**src/rtl/gate_pkg.sv**
```systemverilog
// Shared definitions for the 2-input gate identifier: result codes, reference
// truth tables (bit index = {a,b}) and FSM state encoding.
package gate_pkg;

   typedef enum logic [2:0] {
      GC_UNKNOWN = 3'd0,
      GC_AND     = 3'd1,
      GC_OR      = 3'd2,
      GC_NAND    = 3'd3,
      GC_NOR     = 3'd4,
      GC_XOR     = 3'd5,
      GC_XNOR    = 3'd6,
      GC_NOT_A   = 3'd7
   } gate_code_e;

   localparam logic [3:0] TT_AND   = 4'b1000;
   localparam logic [3:0] TT_OR    = 4'b1110;
   localparam logic [3:0] TT_NAND  = 4'b0111;
   localparam logic [3:0] TT_NOR   = 4'b0001;
   localparam logic [3:0] TT_XOR   = 4'b0110;
   localparam logic [3:0] TT_XNOR  = 4'b1001;
   localparam logic [3:0] TT_NOT_A = 4'b0011;

   typedef enum logic [1:0] {
      S_IDLE   = 2'd0,
      S_DRIVE  = 2'd1,
      S_DECODE = 2'd2,
      S_DONE   = 2'd3
   } gi_state_e;

endpackage

```
**src/rtl/gate_decode.sv**
```systemverilog
// Combinational map from a captured 4-entry truth table to a gate code.
module gate_decode
   import gate_pkg::*;
(
   input  logic [3:0] truth,
   output logic [2:0] gate_code
);

   always_comb begin
      gate_code = GC_UNKNOWN;
      case (truth)
         TT_AND:   gate_code = GC_AND;
         TT_OR:    gate_code = GC_OR;
         TT_NAND:  gate_code = GC_NAND;
         TT_NOR:   gate_code = GC_NOR;
         TT_XOR:   gate_code = GC_XOR;
         TT_XNOR:  gate_code = GC_XNOR;
         TT_NOT_A: gate_code = GC_NOT_A;
         default:  gate_code = GC_UNKNOWN;
      endcase
   end

endmodule

```
**src/rtl/gate_identifier.sv**
```systemverilog
// Drives all four input vectors into an attached 2-input gate, captures its
// response and publishes the truth table plus decoded gate type.
module gate_identifier
   import gate_pkg::*;
#(
   parameter int unsigned SETTLE = 1
) (
   input  logic       clk,
   input  logic       rst,
   input  logic       start,
   output logic       stim_a,
   output logic       stim_b,
   input  logic       dut_y,
   output logic       busy,
   output logic       done,
   output logic [3:0] truth,
   output logic [2:0] gate_code
);

   localparam logic [3:0] SETTLE_C = SETTLE[3:0];

   gi_state_e  state_q, state_d;
   logic [1:0] idx_q, idx_d;
   logic [3:0] hold_q, hold_d;
   logic [3:0] cap_q, cap_d;
   logic [3:0] truth_q, truth_d;
   logic [2:0] code_q, code_d;
   logic [2:0] dec_code;

   gate_decode u_decode (
      .truth     (cap_q),
      .gate_code (dec_code)
   );

   always_comb begin
      state_d = state_q;
      idx_d   = idx_q;
      hold_d  = hold_q;
      cap_d   = cap_q;
      truth_d = truth_q;
      code_d  = code_q;
      case (state_q)
         S_IDLE: begin
            if (start) begin
               state_d = S_DRIVE;
               idx_d   = 2'd0;
               hold_d  = 4'd0;
               cap_d   = 4'd0;
            end
         end
         S_DRIVE: begin
            // Sample on the last cycle of each hold so the gate has settled.
            if (hold_q == SETTLE_C) begin
               cap_d[idx_q] = dut_y;
               hold_d       = 4'd0;
               if (idx_q == 2'd3) begin
                  state_d = S_DECODE;
               end else begin
                  idx_d = idx_q + 2'd1;
               end
            end else begin
               hold_d = hold_q + 4'd1;
            end
         end
         S_DECODE: begin
            state_d = S_DONE;
            truth_d = cap_q;
            code_d  = dec_code;
         end
         S_DONE: begin
            state_d = S_IDLE;
            idx_d   = 2'd0;
         end
         default: state_d = S_IDLE;
      endcase
   end

   always_ff @(posedge clk) begin
      if (rst) begin
         state_q <= S_IDLE;
         idx_q   <= 2'd0;
         hold_q  <= 4'd0;
         cap_q   <= 4'd0;
         truth_q <= 4'd0;
         code_q  <= 3'd0;
      end else begin
         state_q <= state_d;
         idx_q   <= idx_d;
         hold_q  <= hold_d;
         cap_q   <= cap_d;
         truth_q <= truth_d;
         code_q  <= code_d;
      end
   end

   assign stim_a    = (state_q == S_DRIVE) & idx_q[1];
   assign stim_b    = (state_q == S_DRIVE) & idx_q[0];
   assign busy      = (state_q != S_IDLE);
   assign done      = (state_q == S_DONE);
   assign truth     = truth_q;
   assign gate_code = code_q;

endmodule
```
**config.mk**
```make
export PLATFORM = sky130hd
export DESIGN_NAME = gate_identifier
export DESIGN_NICKNAME = d
export VERILOG_FILES = /design/src/rtl/gate_pkg.sv /design/src/rtl/gate_decode.sv /design/src/rtl/gate_identifier.sv
export SDC_FILE = /design/constraint.sdc
export NUM_CORES = 1
export LEC_CHECK = 0
export ABC_AREA = 1
export CORE_ASPECT_RATIO = 1.5
export CORE_MARGIN = 4
export CORE_UTILIZATION = 45
export CTS_BUF_LIST = sky130_fd_sc_hd__clkbuf_2
export DETAILED_ROUTE_END_ITERATION = 10
export HOLD_SLACK_MARGIN = 0.02
export PLACE_DENSITY_LB_ADDON = 0.12
export RECOVER_POWER = 100
export SKIP_LAST_GASP = 1
export SLEW_MARGIN = 20
export SYNTH_ARGS = -nofsm -noshare
export SYNTH_HDL_FRONTEND = slang
export SYNTH_SLANG_ARGS = --single-unit
```
**constraint.sdc**
```tcl
create_clock -name clk -period 1.3 [get_ports clk]
set_input_delay 0.39 -clock clk [delete_from_list [all_inputs] [get_ports clk]]
set_output_delay 0.39 -clock clk [all_outputs]
set_load 0.05 [all_outputs]
```
# Word level (Yosys, flattened, before mapping)
# Index checks and enable logic that the tools add are counted.
[op_classes]
addsub = 2
n_lt_le_gt_ge = 2
eq_ne = 16
mux = 17
bitwise_logic = 2
reduce_logical = 9
[op_table]
columns = ["operator", "n"]
rows = [
  ["case mux 3 bit (7 select lines)", 1],
  ["case mux 4 bit (2 select lines)", 2],
  ["equality test 4 bit, second input constant", 3],
  ["2-to-1 mux 2 bit", 6],
  ["2-to-1 mux 4 bit", 3],
  ["equality test 4 x 1 -> 1 bit, second input constant", 2],
  ["equality test 4 x 3 -> 1 bit, second input constant", 2],
  ["!= test 2 bit, second input constant", 4],
  ["case mux 2 bit (4 select lines)", 1],
  ["equality test 2 bit, second input constant", 3],
  ["case mux 2 bit (3 select lines)", 1],
  ["AND reduction 3 bit", 2],
  ["adder 4 x 1 -> 4 bit, second input constant", 1],
  ["bitwise mux 4 bit", 1],
  ["equality test 4 x 2 -> 1 bit, second input constant", 1],
  ["AND reduction 4 bit", 1],
  ["nonzero test 2 bit", 2],
  ["less-than comparator 2 x 3 -> 1 bit, second input constant", 1],
  ["nonzero test 3 bit", 1],
  ["adder 2 x 1 -> 2 bit, second input constant", 1],
  ["AND 1 bit", 2],
  ["demux 1 bit (select 2 bit)", 1],
  ["equality test 2 x 1 -> 1 bit, second input constant", 1],
  [">= comparator 2 x 1 -> 1 bit, second input constant", 1],
  ["4 further kinds", 4],
]
[totals]
reg_bits = 19
in_bits = 4
output_inout_bits = 11
word_cells = 54

# Depth between registers and ports, before layout
# Gate-level depths: netlist (run 1).
[logic_depth]
ltp_word = 7
mapped_depth = 10
mapped_depth_nobuf = 8

# By module
# From an unflattened synthesis (run 1), not the netlist that was laid out.
[unflattened]
hier_cells = 169
hier_area_um2 = 1131.1
[by_module_without_submodules]
columns = ["module", "instances", "cells_each", "area_each_um2", "seq_area_each_um2"]
rows = [
  ["gate_identifier", 1, 144, 1027.2, 380.4],
  ["gate_decode", 1, 25, 103.8, 0.0],
]

# Least setup slack after synthesis (run 1)
# No wires, ideal clock.
[synth_path]
path_type = "reg-to-output"
startpoint = "reg state_q[1]"
endpoint = "out stim_b"
arrival_ns = 1.020
required_ns = 0.910
slack_ns = -0.110
path_stages_with_launch = 6
path_buffers = 1
path_cell_list = "dfxtp_1 -> inv_1 -> ha_1 -> buf_6 -> nand2_1 -> inv_1"
[synth_via]
elab_chain_cells = 2
[synth_rtl]
columns = ["item", "line_no", "text"]
rows = [
  ["start, declared", "gate_identifier.sv:22", "gi_state_e state_q, state_d;"],
  ["start signal, assigned", "gate_identifier.sv:87", "state_q <= state_d;"],
  ["equality test 2 x 1 -> 1 bit", "gate_identifier.sv:97", "assign stim_b = (state_q == S_DRIVE) & idx_q[0];"],
  ["AND 1 bit", "gate_identifier.sv:97", ""],
  ["end, declared", "gate_identifier.sv:12", "output logic stim_b,"],
]
# No other way between the ends.

# Worst setup path after layout (run 1)
[layout_path]
startpoint = "reg state_q[0]"
endpoint = "out busy"
[layout_via]
elab_chain_cells = 1
[layout_rtl]
columns = ["item", "line_no", "text"]
rows = [
  ["nonzero test 2 bit", "gate_identifier.sv:98", "assign busy = (state_q != S_IDLE);"],
  ["end, declared", "gate_identifier.sv:14", "output logic busy,"],
]
# No other way between the ends.

==> impl_results.md, run 1 <==
* Port Buffer Count at 14
* WL/cell at approximately 12 µm
* YS warnings at 0
* Via Count at roughly 1.1k
* Total of max-cap violations at 0
* R2R setup slack at -0.24 ns
* Mapped Cells at 159
* DRC Markers at 0
* Clock Path Buffers at 2
* Slew Viols, Final at 0
* Buf/Inv on CP at 4
* Max Clock Skew at 0.01828 ns
* Die width at a little under 50 µm
* Outcome: complete, but fails checks
* Hold Vio Cnt, Final at 0
* Critical path's slowest cell: dfxtp_2
* Hold Path Origin: hold_q[2]
* Hold path cells at 2
* Initial Util at between 40% and 50%
* 1st-iter DRT viols at 20
* Post-synthesis register bit count at 19
* Post-route cell area at 1644 µm²
* Worst Max-Slew Pin Slew at between 0.5 and 0.6 ns
* Routed WL at roughly 2700 µm
* Nets@finish at approximately 210
* GP Congestion at 0.7929
* Number of H-tree levels at 1
* Critical Path Source Type: register
* Largest net degree at the start of global routing at 18
* GRT Overall Usage at approximately a fifth
* Critical Path AT at 1.34 ns
* DIE AREA at between 3000 and 4000 µm²
* Peak VDD IR at between 1000 and 1500 µV
* Standard-cell rows at 21
* WP data required at just over 0.9 ns
* Netlist Area Pre-Place at between 1000 and 1500 µm²
* Initial antenna violation count at 0
* Cell variety after synth at 18
* Mean post-synth cell area at just under 7 µm²
* Synth Net Count at about 170
* Antenna-violating nets left at 0
* Violated checks: negative setup slack
* Worst Setup Slack post-DPL at -0.3199 ns
* Num CTS Buffers at 3
* Layout cells sized above 1 at 33.85%
* Main area contributors after synthesis: dfxtp_1, ha_1, nand2_1
* Fin crit share at 132.9%
* Setup violators final at 23
* Largest family of logic cells by synthesized area: simple AND/OR/NAND/NOR gates
* Reg2Reg Launch Point: state_q[0]
* Worst Setup End Kind: primary output
* Kind of critical path: reg -> out
* Max incr delay on CP at roughly 0.44 ns
* Final Util at between 70 and 80%
* Dpl cell area at 1483 µm²
* Post-synthesis mux area share at 0%
* Hold Path Sink: hold_q[2]
* Num ports at 15
* First-pass GRT wire length at 4298 µm
* Synth Area in XOR/XNOR at 0%
* Cell Pwr Density at 2221 nW/µm²
* Adder-cell share of the synthesized area at 11.45%
* Post-CTS Hold Buffers at 0
* Synth top area share at 34.82%
* Largest area contributor in the netlist: dfxtp_1
* RSZ-0062 raised after global routing: yes
* Synthesized-area fraction occupied by and/or/nand/nor cells at between 30% and 40%
* Most frequent cells in the layout: nand2_1, nor2_1, inv_1
* P_leak at about 0.00074 µW
* Skew-Pair Late Insertion Delay at 0.32 ns
* HP Class: reg -> reg
* WHS at approximately 0.53 ns
* Worst reg2reg endpoint: state_q[1]
* CTS clock-pin slew for the worst setup and hold paths at approximately 0.19 ns
* Setup WS post-layout at -0.4274 ns
* Seq/Total Area, Yosys at approximately a third
* CTS root buffer: clkbuf_2
* Sink Count at 19
* Fin crit period at approximately 1.7 ns
* Compound-Gate Fraction of Synth Area at between 10% and 20%
* GRT overflow at 0
* Commonest non-fill, non-tap cell in the layout: nand2_1
* Area Overhead vs Synth at 50.52%
* CTS tree: yes
* Crit-path max FO at 3
* Relative slew slack at around 66%
* Ant. Diodes at 0
* Vias in the first global route at approximately 1.1k
* First-pass detailed-route iteration total at 4
* Worst reg2reg path depth at 10
* Cell family with the largest share of critical-path delay: flip-flops
* F_max at between 500 and 600 MHz
* Worst-path cell chain: inv_2 -> ha_2 -> buf_4 -> clkinvlp_4 -> buf_12
* Core ar. at 2286 µm²
* Detailed Place HPWL at about 1900 µm
* Die height at ~68 µm
* Via-to-Cell Ratio at roughly 5.3
-- layout make-up --
type	count	area [µm²]
flip-flops and latches	19	387.9
fillers	166	641.9
well taps	23	28.78
repair buffers	32	381.6
inverters	23	102.6
clock buffers	4	20.02
multi-input cells	114	723.2
-- layer usage --
layer  GRT usage (%)  up-vias  wire length (µm)
met5               0        -                 0
met4           10.10        0                59
met1           18.44      528              1048
li1                -      580                 -
met3           2.632        4               100
met2           34.48       20              1450
-- power by group --
group / total (µW) / switching, µW / internal (µW)
clock network: 272 / 190 / 81.5
logic: 2470 / 1390 / 1080
registers: 912 / 152 / 760
total: 3650 / 1730 / 1920
-- Yosys cell counts --
cell,number
buf_6,2
clkbuf_1,2
o21ai_0,11
nand2_1,30
inv_1,22
a21oi_1,14
ha_1,10
or2_1,1
nand3_1,16
o21a_1,1
o21ai_2,1
nand3b_1,1
nand4_1,5
nor2_1,21
dfxtp_1,19
or2_2,1
nand2_2,1
inv_2,1
-- stage by stage --
| stage | std cells | TNS, ns | total power (µW) |
|---|---|---|---|
| floorplan | 159 | -0.05119 | 2179 |
| global placement | 205 | -4.187 | 2980 |
| detailed placement | 205 | -4.587 | 3024 |
| CTS | 214 | -2.667 | 3544 |
| global route | 215 | -5.312 | 3912 |
| finish | 215 | -3.806 | 3652 |
-- sequential cells by signal (all words and copies together) (netlist names) --
name / count
idx_q: 2
truth: 4
gate_code: 3
hold_q: 4
cap_q: 4
state_q: 2
-- what timing repair did --
item | 4_1_cts | 5_1_grt
gates resized for setup | 16 | 16
setup buffers | 4 | 1
gates cloned | 1 | 0
pin swaps | 7 | 6
setup endpoints to repair | 23 | 28
-- tightest hold or removal path: cells and delay by family (launching register included) --
kind            cells  cell delay (ns)
simple gates        1             0.08
flops               1             0.39
compound gates      1             0.05
-- worst max-delay path by stage --
stage               cells after the start  slack (ns)  endpoint  startpoint
finish                                  5       -0.43      busy  state_q[0]
floorplan                               5       -0.03    stim_b  state_q[1]
global placement                        6       -0.27  cap_q[0]       start
global route                            6       -0.48    stim_b  state_q[1]
detailed placement                      6       -0.32  cap_q[2]       start
CTS                                     6       -0.42    stim_b  state_q[1]
-- kinds of logic (layout without fill, tap and decap cells) --
logic type	Yosys count	after routing
AOI/OAI and AO/OA	27	28
adders and majority gates	10	10
buffers and inverters	27	59
DFF	19	19
and+or+nand+nor	76	76
Power figures use the tool's default switching activity.
==> inputs of run 2 (changes only) <==
GPL_ROUTABILITY_DRIVEN = 0   (was not set)
==> results of run 2 <==
The final DEF is identical to that of run 1; final timing and power are the same.
